`src/rtl/fetch_unit.sv`:
```
// Single-outstanding instruction fetch unit: requests one word at a time,
// holds it until consumed, and handles branch redirects including in-flight aborts.
module fetch_unit #(
  parameter logic [31:0] RESET_PC = 32'h0000_0000
) (
  input  logic        clk,
  input  logic        rst,
  input  logic        redirect_en,
  input  logic [31:0] redirect_pc,
  output logic        imem_req,
  output logic [31:0] imem_addr,
  input  logic        imem_ack,
  input  logic [31:0] imem_rdata,
  output logic        inst_valid,
  output logic [31:0] inst,
  output logic [31:0] inst_pc,
  input  logic        inst_ready
);

  typedef enum logic [1:0] {IDLE, REQ, HOLD, DRAIN} state_t;

  state_t      state_q, state_d;
  logic [31:0] pc_q, pc_d;
  logic [31:0] abort_pc_q, abort_pc_d;
  logic [31:0] inst_q, inst_d;
  logic [31:0] inst_pc_q, inst_pc_d;
  logic [31:0] redir_pc;

  assign redir_pc = redirect_pc & ~32'h0000_0003;

  always_ff @(posedge clk or posedge rst) begin
    if (rst) begin
      state_q    <= IDLE;
      pc_q       <= RESET_PC;
      abort_pc_q <= RESET_PC;
      inst_q     <= 32'h0;
      inst_pc_q  <= 32'h0;
    end else begin
      state_q    <= state_d;
      pc_q       <= pc_d;
      abort_pc_q <= abort_pc_d;
      inst_q     <= inst_d;
      inst_pc_q  <= inst_pc_d;
    end
  end

  always_comb begin
    state_d    = state_q;
    pc_d       = pc_q;
    abort_pc_d = abort_pc_q;
    inst_d     = inst_q;
    inst_pc_d  = inst_pc_q;
    case (state_q)
      IDLE: begin
        state_d = REQ;
        if (redirect_en) pc_d = redir_pc;
      end
      REQ: begin
        if (redirect_en) begin
          pc_d = redir_pc;
          if (imem_ack) begin
            state_d = REQ;
          end else begin
            // The old request is still outstanding; remember where it went.
            abort_pc_d = pc_q;
            state_d    = DRAIN;
          end
        end else if (imem_ack) begin
          inst_d    = imem_rdata;
          inst_pc_d = pc_q;
          pc_d      = pc_q + 32'd4;
          state_d   = HOLD;
        end
      end
      HOLD: begin
        if (redirect_en) begin
          pc_d    = redir_pc;
          state_d = REQ;
        end else if (inst_ready) begin
          state_d = REQ;
        end
      end
      DRAIN: begin
        if (redirect_en) pc_d = redir_pc;
        if (imem_ack) state_d = REQ;
      end
      default: state_d = IDLE;
    endcase
  end

  assign imem_req   = (state_q == REQ) || (state_q == DRAIN);
  assign imem_addr  = (state_q == DRAIN) ? abort_pc_q : pc_q;
  assign inst_valid = (state_q == HOLD);
  assign inst       = inst_q;
  assign inst_pc    = inst_pc_q;

endmodule

```
`config.mk`:
```
export PLATFORM = sky130hd
export DESIGN_NAME = fetch_unit
export DESIGN_NICKNAME = d
export VERILOG_FILES = /design/src/rtl/fetch_unit.sv
export SDC_FILE = /design/constraint.sdc
export NUM_CORES = 1
export LEC_CHECK = 0
export ABC_AREA = 1
export BUFFER_PORTS_ARGS = -buffer_cell sky130_fd_sc_hd__buf_2
export CAP_MARGIN = 10
export CORE_MARGIN = 2
export CORE_UTILIZATION = 55
export CTS_CLUSTER_SIZE = 24
export DETAILED_ROUTE_END_ITERATION = 7
export GPL_TIMING_DRIVEN = 0
export PLACE_DENSITY = 0.95
export REMOVE_ABC_BUFFERS = 1
export SKIP_LAST_GASP = 1
export SYNTH_ARGS = -nofsm -noshare
export SYNTH_HDL_FRONTEND = slang
export SYNTH_SLANG_ARGS = --single-unit
```
`constraint.sdc`:
```
create_clock -name clk -period 6 [get_ports clk]
set_input_delay 0.6 -clock clk [delete_from_list [all_inputs] [get_ports clk]]
set_output_delay 0.6 -clock clk [all_outputs]
set_load 0.05 [all_outputs]
```
---- Yosys cells after proc, flatten, opt, wreduce, memory -nomap -nowiden ----
Cells that the tools add are included.
word-level totals
  register bits after elaboration ......... 130
operators by class
  add/sub/neg operators ................... 1
  equal/unequal tests ..................... 7
  multiplexer cells ....................... 12
  bitwise gates (word level) .............. 2
  reduce and logical (&&, ||, !) cells .... 7
operators with widths
  kind                   count
  $mux 32                4
  $pmux 32 s2            1
  $add 32x3->32 const B  1
  $mux 2                 6
  $reduce_and 3->1       3
  $pmux 2 s4             1
  $eq 2x2->1 const B     2
  $ne 3x2->1 const B     1
  $ne 3x3->1 const B     1
  $reduce_or 3->1        1
  $eq 2x1->1 const B     1
  $logic_not 2->1        1
  $ne 2x1->1 const B     1
  $ne 2x2->1 const B     1
  $not 1->1              2
  $reduce_and 2->1       1
  $logic_or 1x1->1       1

---- Depth between registers and ports, before layout ----
Gate-level depths: netlist of run 1.
  depth in word-level cells ............... 4
  gate-level depth with buffers ........... 10
  depth with buffers taken out ............ 10

---- Least setup slack after synthesis of run 1 ----
No wires, ideal clock.
  path type ............................... register to output
  from .................................... reg state_q[1]
  to ...................................... out imem_addr[10]
  arrival ................................. 1.674 ns
  required time ........................... 5.400 ns
  slack ................................... 3.726 ns
  stages on the path, launching flop included .. 5
  path through ............................ dfrtp_1 nand2_1 clkbuf_1 nor2_1 a21oi_1
on the way
  longest elaborated chain between the ends .. 2
RTL lines
  what                    RTL line  source
  start, declared         22        state_t state_q, state_d;
  start signal, assigned  39        state_q <= state_d;
  $eq 2x2->1              92        assign imem_addr = (state_q == DRAIN) ? abort_pc_q : pc_q;
  $mux 32                 92
  end, declared           11        output logic [31:0] imem_addr,
Every way passes these cells.

---- Worst setup path after layout of run 1 ----
  from .................................... reg state_q[0]
  to ...................................... out imem_addr[7]
The elaborated chain is that of the path after synthesis.

==> results of run 1 <==
[power groups by stage]
stage	sequential, mW	clock, mW	combinational [mW]
6_report	1.43	0.949	2.57
5_1_grt	1.48	1.01	2.77
4_1_cts	1.43	0.955	2.58
3_5_place_dp	1.43	0	2.57
3_3_place_gp	1.42	0	2.49
2_1_floorplan	2.10	0	1.26
[routing by layer]
layer,up-vias,global-route usage (%)
met5,-,0
met2,268,45.5
met4,0,11.5
met3,41,8.80
li1,2802,-
met1,2632,33.7
[worst max-delay path: stages (launching register included)]
cell and delay, ns:
sky130_fd_sc_hd__dfrtp_1 0.44, sky130_fd_sc_hd__nand2_2 0.38, sky130_fd_sc_hd__buf_12 0.27, sky130_fd_sc_hd__nor2_1 0.07, sky130_fd_sc_hd__a21oi_1 0.17, sky130_fd_sc_hd__buf_2 0.29
[logic make-up after synthesis]
logic type | count (synthesis) | share of synthesized area, %
AOI/OAI and AO/OA | 136 | 12.1
xor gates and xnor gates | 2 | 0.294
adders and majority gates | 1 | 0.210
buffers and inverters | 89 | 6.19
DFF | 124 | 52.1
other | 1 | 0.0629
and+or+nand+nor | 437 | 29.1
[layout make-up]
class                           instances  area (um2)  share of cell area, %
Multi-Input combinational cell        580        2510                   33.7
Tap cell                              140         175                   2.36
Clock inverter                         14         125                   1.68
Inverter                               50         195                   2.62
Timing Repair Buffer                  164         903                   12.1
Clock buffer                           18         428                   5.75
Sequential cell                       124        3100                   41.7
[how the worst max path moves through the flow]
stage / cells after the start / to
6_report: 5 / imem_addr[7]
4_1_cts: 5 / imem_addr[7]
2_1_floorplan: 1 / abort_pc_q[10]
3_3_place_gp: 2 / inst_pc[21]
3_5_place_dp: 8 / inst_pc[27]
5_1_grt: 5 / imem_addr[7]
[Yosys cell counts]
cell type,n
sky130_fd_sc_hd__a22oi_1,1
sky130_fd_sc_hd__nor2_4,1
sky130_fd_sc_hd__nor2_1,92
sky130_fd_sc_hd__a21oi_1,40
sky130_fd_sc_hd__clkbuf_1,18
sky130_fd_sc_hd__o211ai_1,2
sky130_fd_sc_hd__nand3b_1,1
sky130_fd_sc_hd__nand4_1,3
sky130_fd_sc_hd__buf_1,3
sky130_fd_sc_hd__nand2_4,1
sky130_fd_sc_hd__inv_1,45
sky130_fd_sc_hd__o21ai_0,68
sky130_fd_sc_hd__nor2_8,1
sky130_fd_sc_hd__nand2_2,1
sky130_fd_sc_hd__ha_1,1
sky130_fd_sc_hd__nand3_1,30
sky130_fd_sc_hd__dfrtp_1,124
sky130_fd_sc_hd__xor2_1,2
sky130_fd_sc_hd__inv_2,5
sky130_fd_sc_hd__o21ai_2,6
sky130_fd_sc_hd__nor3_1,2
sky130_fd_sc_hd__o22ai_1,7
sky130_fd_sc_hd__o21ai_1,12
sky130_fd_sc_hd__buf_4,5
sky130_fd_sc_hd__clkbuf_2,1
sky130_fd_sc_hd__nand2_1,301
sky130_fd_sc_hd__nor4_1,2
sky130_fd_sc_hd__or2_2,2
sky130_fd_sc_hd__buf_2,12
sky130_fd_sc_hd__conb_1,1
[sequential cells by signal, indices dropped and copies added (netlist names)]
register / flops
pc_q: 30
state_q: 2
inst_pc: 30
abort_pc_q: 30
inst: 32
[stage by stage]
step | instances | area (um2) | worst slack [ns] | util (%)
final | 1090 | 7440 | 3.25 | 69.5
after global routing | 1090 | 7440 | 3.09 | 69.5
after CTS | 1090 | 7440 | 3.23 | 69.5
after detailed placement | 1058 | 6880 | 3.32 | 64.4
after global placement | 1054 | 6770 | 0.762 | 63.3
after floorplan | 754 | 5790 | 2.10 | -
==> flow_summary.rst, run 1 <==
.. list-table::
   :header-rows: 1

   * - Metric
     - Value
   * - Worst slew pin tran
     - 0.518 ns
   * - Final critical-path required period
     - ~2.7 ns
   * - Number of global-route vias before repair
     - 5544
   * - Area fraction of the dominant cell type after synthesis
     - 52.1%
   * - Number of pins exceeding their max-slew limit in the final report
     - 0
   * - Ranking of synthesized cells by area
     - sky130_fd_sc_hd__dfrtp_1, sky130_fd_sc_hd__nand2_1, sky130_fd_sc_hd__nor2_1
   * - Amount of wire on met3 after detailed routing
     - 1390 um
   * - RSZ-0062 raised after global routing
     - false
   * - Classification of the worst setup path
     - flip-flop to primary output
   * - Number of DRC violations after detailed-routing iteration 0
     - between 400 and 500
   * - Worst hold margin
     - between 0.07 and 0.08 ns
   * - Weighted congestion reported at the end of routability-driven placement
     - 0.922
   * - Vias per cell
     - between 5 and 6
   * - Clock tree from TritonCTS
     - built
   * - Sequential area share after synthesis
     - a little over half
   * - Cell at the root of the clock tree
     - sky130_fd_sc_hd__clkbuf_8
   * - Setup_tns
     - 0 ns
   * - Result of the run
     - completed
   * - Pwr/cell area
     - 665 nW/um2
   * - R2r endpoint
     - inst_pc[27]
   * - Final routed wirelength across all metal layers
     - approximately 15000 um
   * - Wire length per cell after detailed routing
     - 14.2 um
   * - Final antenna-violating net count
     - 0
   * - Nets
     - 1007
   * - Sequential power share
     - between 20 and 30%
   * - Worst r2r src
     - state_q[0]
   * - Core area
     - 10700 um2
   * - Hold buffer count at CTS
     - 0
   * - Worst Setup Start Kind
     - flip-flop
   * - Arr. time, crit path
     - 2.15 ns
   * - Clock Power Share
     - 19.2%
   * - Worst R2R Setup Slack
     - 3.83 ns
   * - Share of final-layout standard cells stronger than drive strength 1
     - 22.7%
   * - Largest fanout on the critical path
     - 41
   * - Total number of H-tree levels
     - 4
   * - Area added between synthesis and finish
     - 24.8%
   * - Cells on worst reg2reg path
     - 8
   * - Count of final setup violators
     - 0
   * - Start point of the critical path
     - state_q[0]
   * - Number of synthesized register bits
     - between 100 and 150
   * - Wire length the detailed router placed on met1
     - ~6300 um
   * - Maximum number of pins on one net before global-route repair
     - 84
   * - Global-route congestion overflow total
     - 0
   * - CP required
     - 5.40 ns
   * - Aggregate global-route resource usage
     - between 20 and 30%
   * - Wire length of the first global-routing pass
     - 25100 um
   * - Post-route fraction of the period consumed by the critical path
     - 45.8%
   * - Number of antenna violations at the first check in global routing
     - 1
   * - Die footprint
     - 11700 um2
   * - Effective utilization at floorplan
     - 55.7%
   * - Clock-pin slew reported for the worst setup and hold paths after clock tree synthesis
     - roughly 0.07 ns
   * - Detailed Place HPWL
     - between 10000 and 15000 um
   * - Avg Cell Area, Syn
     - 7.55 um2
   * - Total power after layout
     - 4.95 mW
   * - Count of TritonRoute iterations in the first routing pass
     - 5
   * - DRC viols
     - 0
   * - Chip height
     - 108 um
   * - WL met2
     - approximately 7300 um
   * - Number of cells upsized or downsized after cts
     - 0
   * - Number of vias in the routed layout
     - 5743
   * - Top layer in use
     - met4
   * - Syn Inst Count
     - between 700 and 800
   * - Total internal power
     - 2.30 mW
   * - IO Port Bufs
     - between 150 and 200
   * - Clk_skew
     - 0.00956 ns
   * - CTS Buf Count
     - 17
   * - Most common cell after layout, fill and taps aside
     - sky130_fd_sc_hd__nand2_1
   * - Layout filler cell count
     - 905
   * - Max Clock Freq
     - between 300 and 400 MHz
   * - Sort of element at the end of the critical path
     - primary output
   * - Number of hold violations in the final report
     - 0
   * - Largest area contributor in the synthesized netlist
     - sky130_fd_sc_hd__dfrtp_1
   * - Combinational Power Share
     - between 50 and 60%
   * - Number of diodes
     - 0
   * - Max-slew headroom
     - 65.5%
   * - Maximum VDD drop
     - 474 uV
   * - Most used cells in the layout excluding fill and tap cells
     - sky130_fd_sc_hd__nand2_1, sky130_fd_sc_hd__buf_2, sky130_fd_sc_hd__dfrtp_1, sky130_fd_sc_hd__nor2_1, sky130_fd_sc_hd__o21ai_0
   * - Number of warnings reported in the yosys synthesis log
     - 0
   * - Io pins
     - 167
   * - Die Wd
     - 108 um
   * - Insertion delay of the later-clocked pin in the worst-skew pair
     - 0.52 ns
   * - Count of buffers added by post-CTS timing repair for setup
     - 0
   * - Maximum number of buffers from clock root to sink
     - 2
   * - Netlist Area Pre-Place
     - 5960 um2
   * - Leakage power figure
     - 3.95 nW
   * - Standard-cell row count
     - 38
   * - Number of max-capacitance violations reported
     - 0
   * - # clock sinks
     - 124
   * - Net Switching
     - 2.65 mW
   * - Count of unique library cells instantiated by Yosys
     - 30
   * - Path type of the worst min-delay path
     - primary input to async pin
   * - Switching Share
     - between 50% and 60%
Note: power is estimated with default switching activity, not from simulation.
==> run 2, diff against run 1 <==
--- a/config.mk
+++ b/config.mk
@@ -9,11 +9,11 @@
 export BUFFER_PORTS_ARGS = -buffer_cell sky130_fd_sc_hd__buf_2
 export CAP_MARGIN = 10
 export CORE_MARGIN = 2
-export CORE_UTILIZATION = 55
+export CORE_UTILIZATION = 47
 export CTS_CLUSTER_SIZE = 24
 export DETAILED_ROUTE_END_ITERATION = 7
 export GPL_TIMING_DRIVEN = 0
-export PLACE_DENSITY = 0.95
+export PLACE_DENSITY = 0.87
 export REMOVE_ABC_BUFFERS = 1
 export SKIP_LAST_GASP = 1
 export SYNTH_ARGS = -nofsm -noshare
==> constraint.sdc (replaced) <==
create_clock -name clk -period 2.25 [get_ports clk]
set_input_delay 0.225 -clock clk [delete_from_list [all_inputs] [get_ports clk]]
set_output_delay 0.225 -clock clk [all_outputs]
set_load 0.05 [all_outputs]
==> flow_summary.rst, run 2 (synthesis gave the netlist of run 1 again) <==
.. list-table::
   :header-rows: 1

   * - Metric
     - Value
   * - Number of flip-flops in the largest register
     - 32
   * - Post-route cell area
     - 7730 um2
   * - Worst R2R Setup Slack
     - around 0.34 ns
   * - Maximum VDD drop
     - slightly above 1000 uV
   * - Cell type of the slowest stage on the worst timing path
     - sky130_fd_sc_hd__dfrtp_1
   * - R2r endpoint
     - pc_q[5]
   * - Arr. time, crit path
     - 1.89 ns
   * - Number of antenna violations at the first check in global routing
     - 2
   * - Weighted congestion reported at the end of routability-driven placement
     - 0.923
   * - Post-route fraction of the period consumed by the critical path
     - 93.9%
   * - Number of DRC violations after detailed-routing iteration 0
     - 340
   * - Vias per cell
     - 4.99
   * - Result of the run
     - completed
   * - Worst slew pin tran
     - 0.569 ns
   * - Io pins
     - ~170
   * - Final antenna-violating net count
     - 0
   * - Number of pins exceeding their max-slew limit in the final report
     - 0
   * - CP required
     - 2.03 ns
   * - Combinational Power Share
     - 51.5%
   * - Highest cell delay on the worst timing path
     - roughly 0.46 ns
   * - Path type of the worst min-delay path
     - primary input to flip-flop
   * - Maximum number of pins on one net before global-route repair
     - 64
   * - Standard-cell row count
     - 41
   * - Effective utilization at floorplan
     - 47.6%
   * - Nets
     - 1030
   * - Total number of H-tree levels
     - 4
   * - Die Wd
     - 117 um
   * - Total internal power
     - 6.42 mW
   * - DRC viols
     - 0
   * - Clk_skew
     - 0.00963 ns
   * - Total power after layout
     - 13.4 mW
   * - Detailed Place HPWL
     - ~11000 um
   * - Cell area reported after detailed placement
     - 6920 um2
   * - Start point of the critical path
     - state_q[0]
   * - RSZ-0062 raised after global routing
     - false
   * - Clock tree from TritonCTS
     - built
   * - # clock sinks
     - 124
   * - Number of vias in the routed layout
     - about 5700
   * - Final critical-path required period
     - 2.11 ns
   * - Area added between synthesis and finish
     - 29.8%
   * - Core area
     - 12500 um2
   * - CTS Buf Count
     - 17
   * - Worst r2r src
     - state_q[0]
   * - Aggregate global-route resource usage
     - about a quarter
   * - Insertion delay of the later-clocked pin in the worst-skew pair
     - 0.42 ns
   * - Switching Share
     - 51.9%
   * - Ordered list of cells on the worst path
     - nand2_4 -> buf_12 -> nor2_1 -> a21oi_1 -> buf_2
   * - Die footprint
     - between 10000 and 15000 um2
   * - Global-route congestion overflow total
     - 0
   * - IO Port Bufs
     - 160
   * - Number of hold violations in the final report
     - 0
   * - Clock-pin slew reported for the worst setup and hold paths after clock tree synthesis
     - 0.06 ns
   * - Max-slew headroom
     - 62.1%
   * - Count of TritonRoute iterations in the first routing pass
     - 5
   * - Worst setup path endpoint
     - imem_addr[19]
   * - Count of final setup violators
     - 0
   * - Wire length of the first global-routing pass
     - 25600 um
   * - Worst Setup Start Kind
     - flip-flop
   * - Sequential power share
     - 28.6%
   * - Cells on worst reg2reg path
     - 7
   * - Wire length per cell after detailed routing
     - 13.9 um
   * - Number of global-route vias before repair
     - 5304
   * - Classification of the worst setup path
     - flip-flop to primary output
   * - Most used cells in the layout excluding fill and tap cells
     - sky130_fd_sc_hd__nand2_1, sky130_fd_sc_hd__buf_2, sky130_fd_sc_hd__dfrtp_1, sky130_fd_sc_hd__nor2_1, sky130_fd_sc_hd__o21ai_0
   * - Max Clock Freq
     - roughly 470 MHz
   * - Most common cell after layout, fill and taps aside
     - sky130_fd_sc_hd__nand2_1
   * - Final routed wirelength across all metal layers
     - 15900 um
   * - Clock Power Share
     - 19.9%
   * - Net Switching
     - 6.94 mW
   * - Share of final-layout standard cells stronger than drive strength 1
     - approximately 22%
   * - Number of max-capacitance violations reported
     - 0
   * - Largest fanout on the critical path
     - 39
   * - Sort of element at the end of the critical path
     - primary output
   * - Chip height
     - 117 um
   * - Cell at the root of the clock tree
     - sky130_fd_sc_hd__clkbuf_16
   * - Pwr/cell area
     - 1730 nW/um2
   * - Maximum number of buffers from clock root to sink
     - 2
   * - Leakage power figure
     - 4.05 nW
## run 2: cell count changes in the layout (fill, tap and decap cells not counted), sizes merged, moves of 2 or more
cell         previous run  this run
bufinv                  0         2
inv                    58        50
clkbuf                 18        20
clkinv                  4         6
buf                   164       166
dlygate4sd3             0        20
## run 2: area by class of cell
| type | instances | area, um2 |
|---|---|---|
| Antenna cell | 1 | 2.50 |
| Fill cell | 1135 | 4780 |
| Clock buffer | 20 | 457 |
| Tap cell | 172 | 215 |
| Timing Repair Buffer | 186 | 1120 |
| Multi-Input combinational cell | 581 | 2520 |
| Sequential cell | 124 | 3100 |
| Clock inverter | 11 | 120 |
| Inverter | 50 | 195 |
## run 2: worst max-delay path: cells and delay by family, from the launching register on
family | cells | cell delay, ns
simple gates | 2 | 0.32
flops | 1 | 0.46
buf+inv | 2 | 0.52
compound gates | 1 | 0.14
## run 2: through the flow
step / util, % / TNS, ns / std cells / setup slack, ns / hold WS (ns)
floorplan: - / -178.71 / 754 / -1.27 / 0.343
global placement: 54.4 / -401.15 / 1086 / -2.70 / 0.424
detailed placement: 55.3 / -5.70 / 1090 / -0.147 / 0.331
CTS: 61.6 / 0 / 1141 / 0.0233 / 0.0000233
global route: 61.8 / 0 / 1144 / 0.0101 / 0.00759
finish: 61.8 / 0 / 1145 / 0.136 / 0.00794
## run 2: routing by layer
metal / share of wire, % / up-vias / GRT usage [%]
li1: - / 2851 / -
met1: 43 / 2637 / 31.2
met2: 48 / 198 / 39.8
met3: 7.3 / 20 / 7.63
met4: 1.7 / 2 / 9.10
met5: 0.057 / - / 0
## run 2: worst min-delay path by stage
| stage | start | end | slack, ns | cells after the start |
|---|---|---|---|---|
| floorplan | imem_rdata[0] | inst[0] | 0.34 | 2 |
| global placement | imem_rdata[31] | inst[31] | 0.42 | 3 |
| detailed placement | rst | inst[25] | 0.33 | 2 |
| CTS | imem_rdata[26] | inst[26] | 0.00002 | 3 |
| global route | imem_rdata[25] | inst[25] | 0.008 | 3 |
| finish | imem_rdata[28] | inst[28] | 0.008 | 3 |
## run 2: repair_timing
item                                   in CTS  in global routing
pin swaps                                   0                  1
setup buffers                               0                  2
hold buffers                               20                  0
endpoints found under the hold margin      80                  0
setup endpoints to repair                   1                 44
cloned                                      0                  1
resized for setup                           1                  0
## run 2: power groups by stage
stage / logic, mW / clock network, mW / registers (mW)
2_1_floorplan: 3.36 / 0 / 5.60
4_1_cts: 6.88 / 2.68 / 3.81
3_5_place_dp: 6.84 / 0 / 3.81
3_3_place_gp: 6.67 / 0 / 3.79
6_report: 6.88 / 2.65 / 3.82
5_1_grt: 7.44 / 2.81 / 3.95
==> run 3, diff against run 2 <==
--- a/config.mk
+++ b/config.mk
@@ -14,7 +14,6 @@
 export DETAILED_ROUTE_END_ITERATION = 7
 export GPL_TIMING_DRIVEN = 0
 export PLACE_DENSITY = 0.87
-export REMOVE_ABC_BUFFERS = 1
 export SKIP_LAST_GASP = 1
 export SYNTH_ARGS = -nofsm -noshare
 export SYNTH_HDL_FRONTEND = slang
==> constraint.sdc (replaced) <==
create_clock -name clk -period 2.25 [get_ports clk]
set_input_delay 0.1125 -clock clk [delete_from_list [all_inputs] [get_ports clk]]
set_output_delay 0.1125 -clock clk [all_outputs]
set_load 0.05 [all_outputs]
==> flow_summary.rst, run 3 (synthesis gave the netlist of run 1 again) <==
.. list-table::
   :header-rows: 1

   * - Metric
     - Value
   * - Combinational Power Share
     - 51.4%
   * - Number of hold violations in the final report
     - 1
   * - Arr. time, crit path
     - 1.96 ns
   * - Switching Share
     - 51.4%
   * - Worst hold margin
     - -0.00385 ns
   * - Insertion delay of the later-clocked pin in the worst-skew pair
     - 0.42 ns
   * - Util after Layout
     - 65.4%
   * - Worst slew pin tran
     - 0.650 ns
   * - Area used by multi-input combinational logic
     - 2500 um2
   * - Die Wd
     - 117 um
   * - Number of diodes
     - 0
   * - Maximum number of pins on one net before global-route repair
     - 42
   * - Post-route fraction of the period consumed by the critical path
     - 92.1%
   * - Sort of element at the end of the critical path
     - primary output
   * - Total internal power
     - 6.72 mW
   * - Clock tree from TritonCTS
     - built
   * - Clock-pin slew reported for the worst setup and hold paths after clock tree synthesis
     - approximately 0.050 ns
   * - Most common cell after layout, fill and taps aside
     - sky130_fd_sc_hd__nand2_1
   * - Count of final setup violators
     - 0
   * - Count of TritonRoute iterations in the first routing pass
     - 5
   * - Highest cell delay on the worst timing path
     - 0.43 ns
   * - Weighted congestion reported at the end of routability-driven placement
     - 0.939
   * - DRC viols
     - 0
   * - Hold-critical path endpoint
     - pc_q[8]
   * - Clock Power Share
     - 20.9%
   * - Clk_skew
     - around 0.007 ns
   * - Cell at the root of the clock tree
     - sky130_fd_sc_hd__clkbuf_16
   * - CTS Buf Count
     - 17
   * - Wire length per cell after detailed routing
     - approximately 15 um
   * - Net Switching
     - 7.10 mW
   * - Total power after layout
     - 13.8 mW
   * - Standard-cell row count
     - 41
   * - Cell type of the slowest stage on the worst timing path
     - sky130_fd_sc_hd__dfrtp_1
   * - Number of flip-flops in the largest register
     - 32
   * - Number of vias in the routed layout
     - 6151
   * - Nets
     - 1095
   * - Worst slack at placement
     - 0.300 ns
   * - Wire length of the first global-routing pass
     - 29100 um
   * - IO Port Bufs
     - 160
   * - Total number of H-tree levels
     - 4
   * - R2r endpoint
     - pc_q[26]
   * - Chip height
     - ~120 um
   * - Number of antenna violations at the first check in global routing
     - 0
   * - Share of final-layout standard cells stronger than drive strength 1
     - roughly 22%
   * - Number of global-route vias before repair
     - 5898
   * - CP required
     - 2.14 ns
   * - RSZ-0062 raised after global routing
     - false
   * - Cells on worst reg2reg path
     - 10
   * - Most used cells in the layout excluding fill and tap cells
     - sky130_fd_sc_hd__nand2_1, sky130_fd_sc_hd__buf_2, sky130_fd_sc_hd__dfrtp_1, sky130_fd_sc_hd__nor2_1, sky130_fd_sc_hd__o21ai_0
   * - Number of logic stages on the critical path including buffering
     - 5
   * - Final routed wirelength across all metal layers
     - ~19000 um
   * - Crit path max-delay family
     - buffers and inverters
   * - Failing checks
     - negative hold slack
   * - Number of max-capacitance violations reported
     - 0
   * - Core area
     - roughly 13000 um2
   * - Sequential power share
     - between 20% and 30%
   * - Ordered list of cells on the worst path
     - nand2_1 -> clkbuf_2 -> nor2_1 -> a21oi_1 -> buf_2
   * - Number of pins exceeding their max-slew limit in the final report
     - 0
   * - Vias per cell
     - between 5 and 6
   * - Max-slew headroom
     - 56.5%
   * - Area added between synthesis and finish
     - 37.4%
   * - Final antenna-violating net count
     - 0
   * - Layout filler cell count
     - 1058
   * - Worst r2r src
     - pc_q[3]
   * - Leakage power figure
     - 4.28 nW
   * - Aggregate global-route resource usage
     - 28.2%
   * - Maximum number of buffers from clock root to sink
     - 2
   * - Detailed Place HPWL
     - ~13000 um
   * - Pwr/cell area
     - 1690 nW/um2
   * - Classification of the worst setup path
     - flip-flop to primary output
   * - Global-route congestion overflow total
     - 0
   * - Path type of the worst min-delay path
     - primary input to flip-flop
   * - Largest fanout on the critical path
     - 10
   * - Result of the run
     - complete, but fails checks
   * - Final critical-path setup slack
     - 0.177 ns
   * - Worst Path Buf+Inv
     - 2
   * - Die footprint
     - ~14000 um2
   * - Worst Min Path Start
     - redirect_pc[8]
   * - Worst R2R Setup Slack
     - between 0.2 and 0.25 ns
   * - Maximum VDD drop
     - 994 uV
   * - Effective utilization at floorplan
     - around 48%
   * - Io pins
     - 167
   * - # clock sinks
     - about 120
   * - Area occupied by registers
     - 3100 um2
   * - Instance count along the most critical hold path
     - 3
   * - Worst Setup Start Kind
     - flip-flop
   * - Number of DRC violations after detailed-routing iteration 0
     - 455
   * - Final critical-path required period
     - just over 2 ns
   * - Max Clock Freq
     - around 480 MHz
run 3: cell types whose count changed in the layout (fill, tap and decap cells not counted), moves of 3 or more:
| cell | delta |
|---|---|
| sky130_fd_sc_hd__buf_2 | +12 |
| sky130_fd_sc_hd__clkbuf_2 | +5 |
| sky130_fd_sc_hd__buf_4 | +3 |
| sky130_fd_sc_hd__clkbuf_8 | +5 |
| sky130_fd_sc_hd__dlygate4sd3_1 | +30 |
| sky130_fd_sc_hd__buf_16 | -3 |
| sky130_fd_sc_hd__clkbuf_1 | +14 |
| sky130_fd_sc_hd__buf_1 | +3 |
run 3: how the worst max path moves through the flow:
stage                          start       endpoint  slack, ns
after global routing      state_q[0]  imem_addr[21]       0.04
final                     state_q[0]  imem_addr[31]       0.18
after floorplan           state_q[1]  imem_addr[10]       0.46
after detailed placement     pc_q[2]       pc_q[26]       0.30
after global placement           rst       inst[31]      -0.22
after CTS                 state_q[0]   imem_addr[3]       0.09
run 3: metal layers:
metal  vias to the layer above  GRT usage, %  wire length, um
met1                      2855          35.8             8000
met3                        39          7.16             1550
met4                         0          10.6              482
met5                         -             0                0
met2                       280          46.9             8700
li1                       2977             -                -
run 3: power by group through the flow:
stage	logic [mW]	clock network, mW	registers (mW)
2_1_floorplan	3.46	0	5.59
3_3_place_gp	6.87	0	3.77
3_5_place_dp	6.98	0	3.81
4_1_cts	7.07	2.92	3.79
5_1_grt	7.61	3.03	3.93
6_report	7.11	2.89	3.82
run 3: repair_timing:
item / in CTS / in global routing
setup endpoints to repair: 3 / 5
endpoints found under the hold margin: 73 / 0
resized for setup: 1 / 6
buffers inserted: 0 / 0
hold buffers: 50 / 0
run 3: layout make-up:
class                           instances  share of cell area (%)
Multi-Input combinational cell        580                    30.5
Inverter                               50                    2.34
Buffer                                 39                    2.28
Clock buffer                           25                    6.42
Clock inverter                          6                    1.28
Timing Repair Buffer                  213                    16.6
Sequential cell                       124                    37.9
Tap cell                              172                    2.63
run 3: through the flow:
stage | cell area, um2 | setup TNS, ns | std cells
floorplan | 5980 | 0 | 793
global placement | 6990 | -26.64 | 1125
detailed placement | 7050 | 0 | 1128
CTS | 8180 | 0 | 1209
global route | 8190 | 0 | 1209
finish | 8190 | 0 | 1209
run 3: worst reg2reg max path, cell delays in order, from the launching register on:
cell                      delay, ns
sky130_fd_sc_hd__dfrtp_1       0.39
sky130_fd_sc_hd__ha_1          0.18
sky130_fd_sc_hd__nand2_1       0.07
sky130_fd_sc_hd__nor2_1        0.27
sky130_fd_sc_hd__nand2_1       0.21
sky130_fd_sc_hd__nor2_1        0.42
sky130_fd_sc_hd__nand2_1       0.10
sky130_fd_sc_hd__nand2_1       0.08
sky130_fd_sc_hd__nand3_1       0.07
sky130_fd_sc_hd__nand2_1       0.08
sky130_fd_sc_hd__nand2_1       0.04
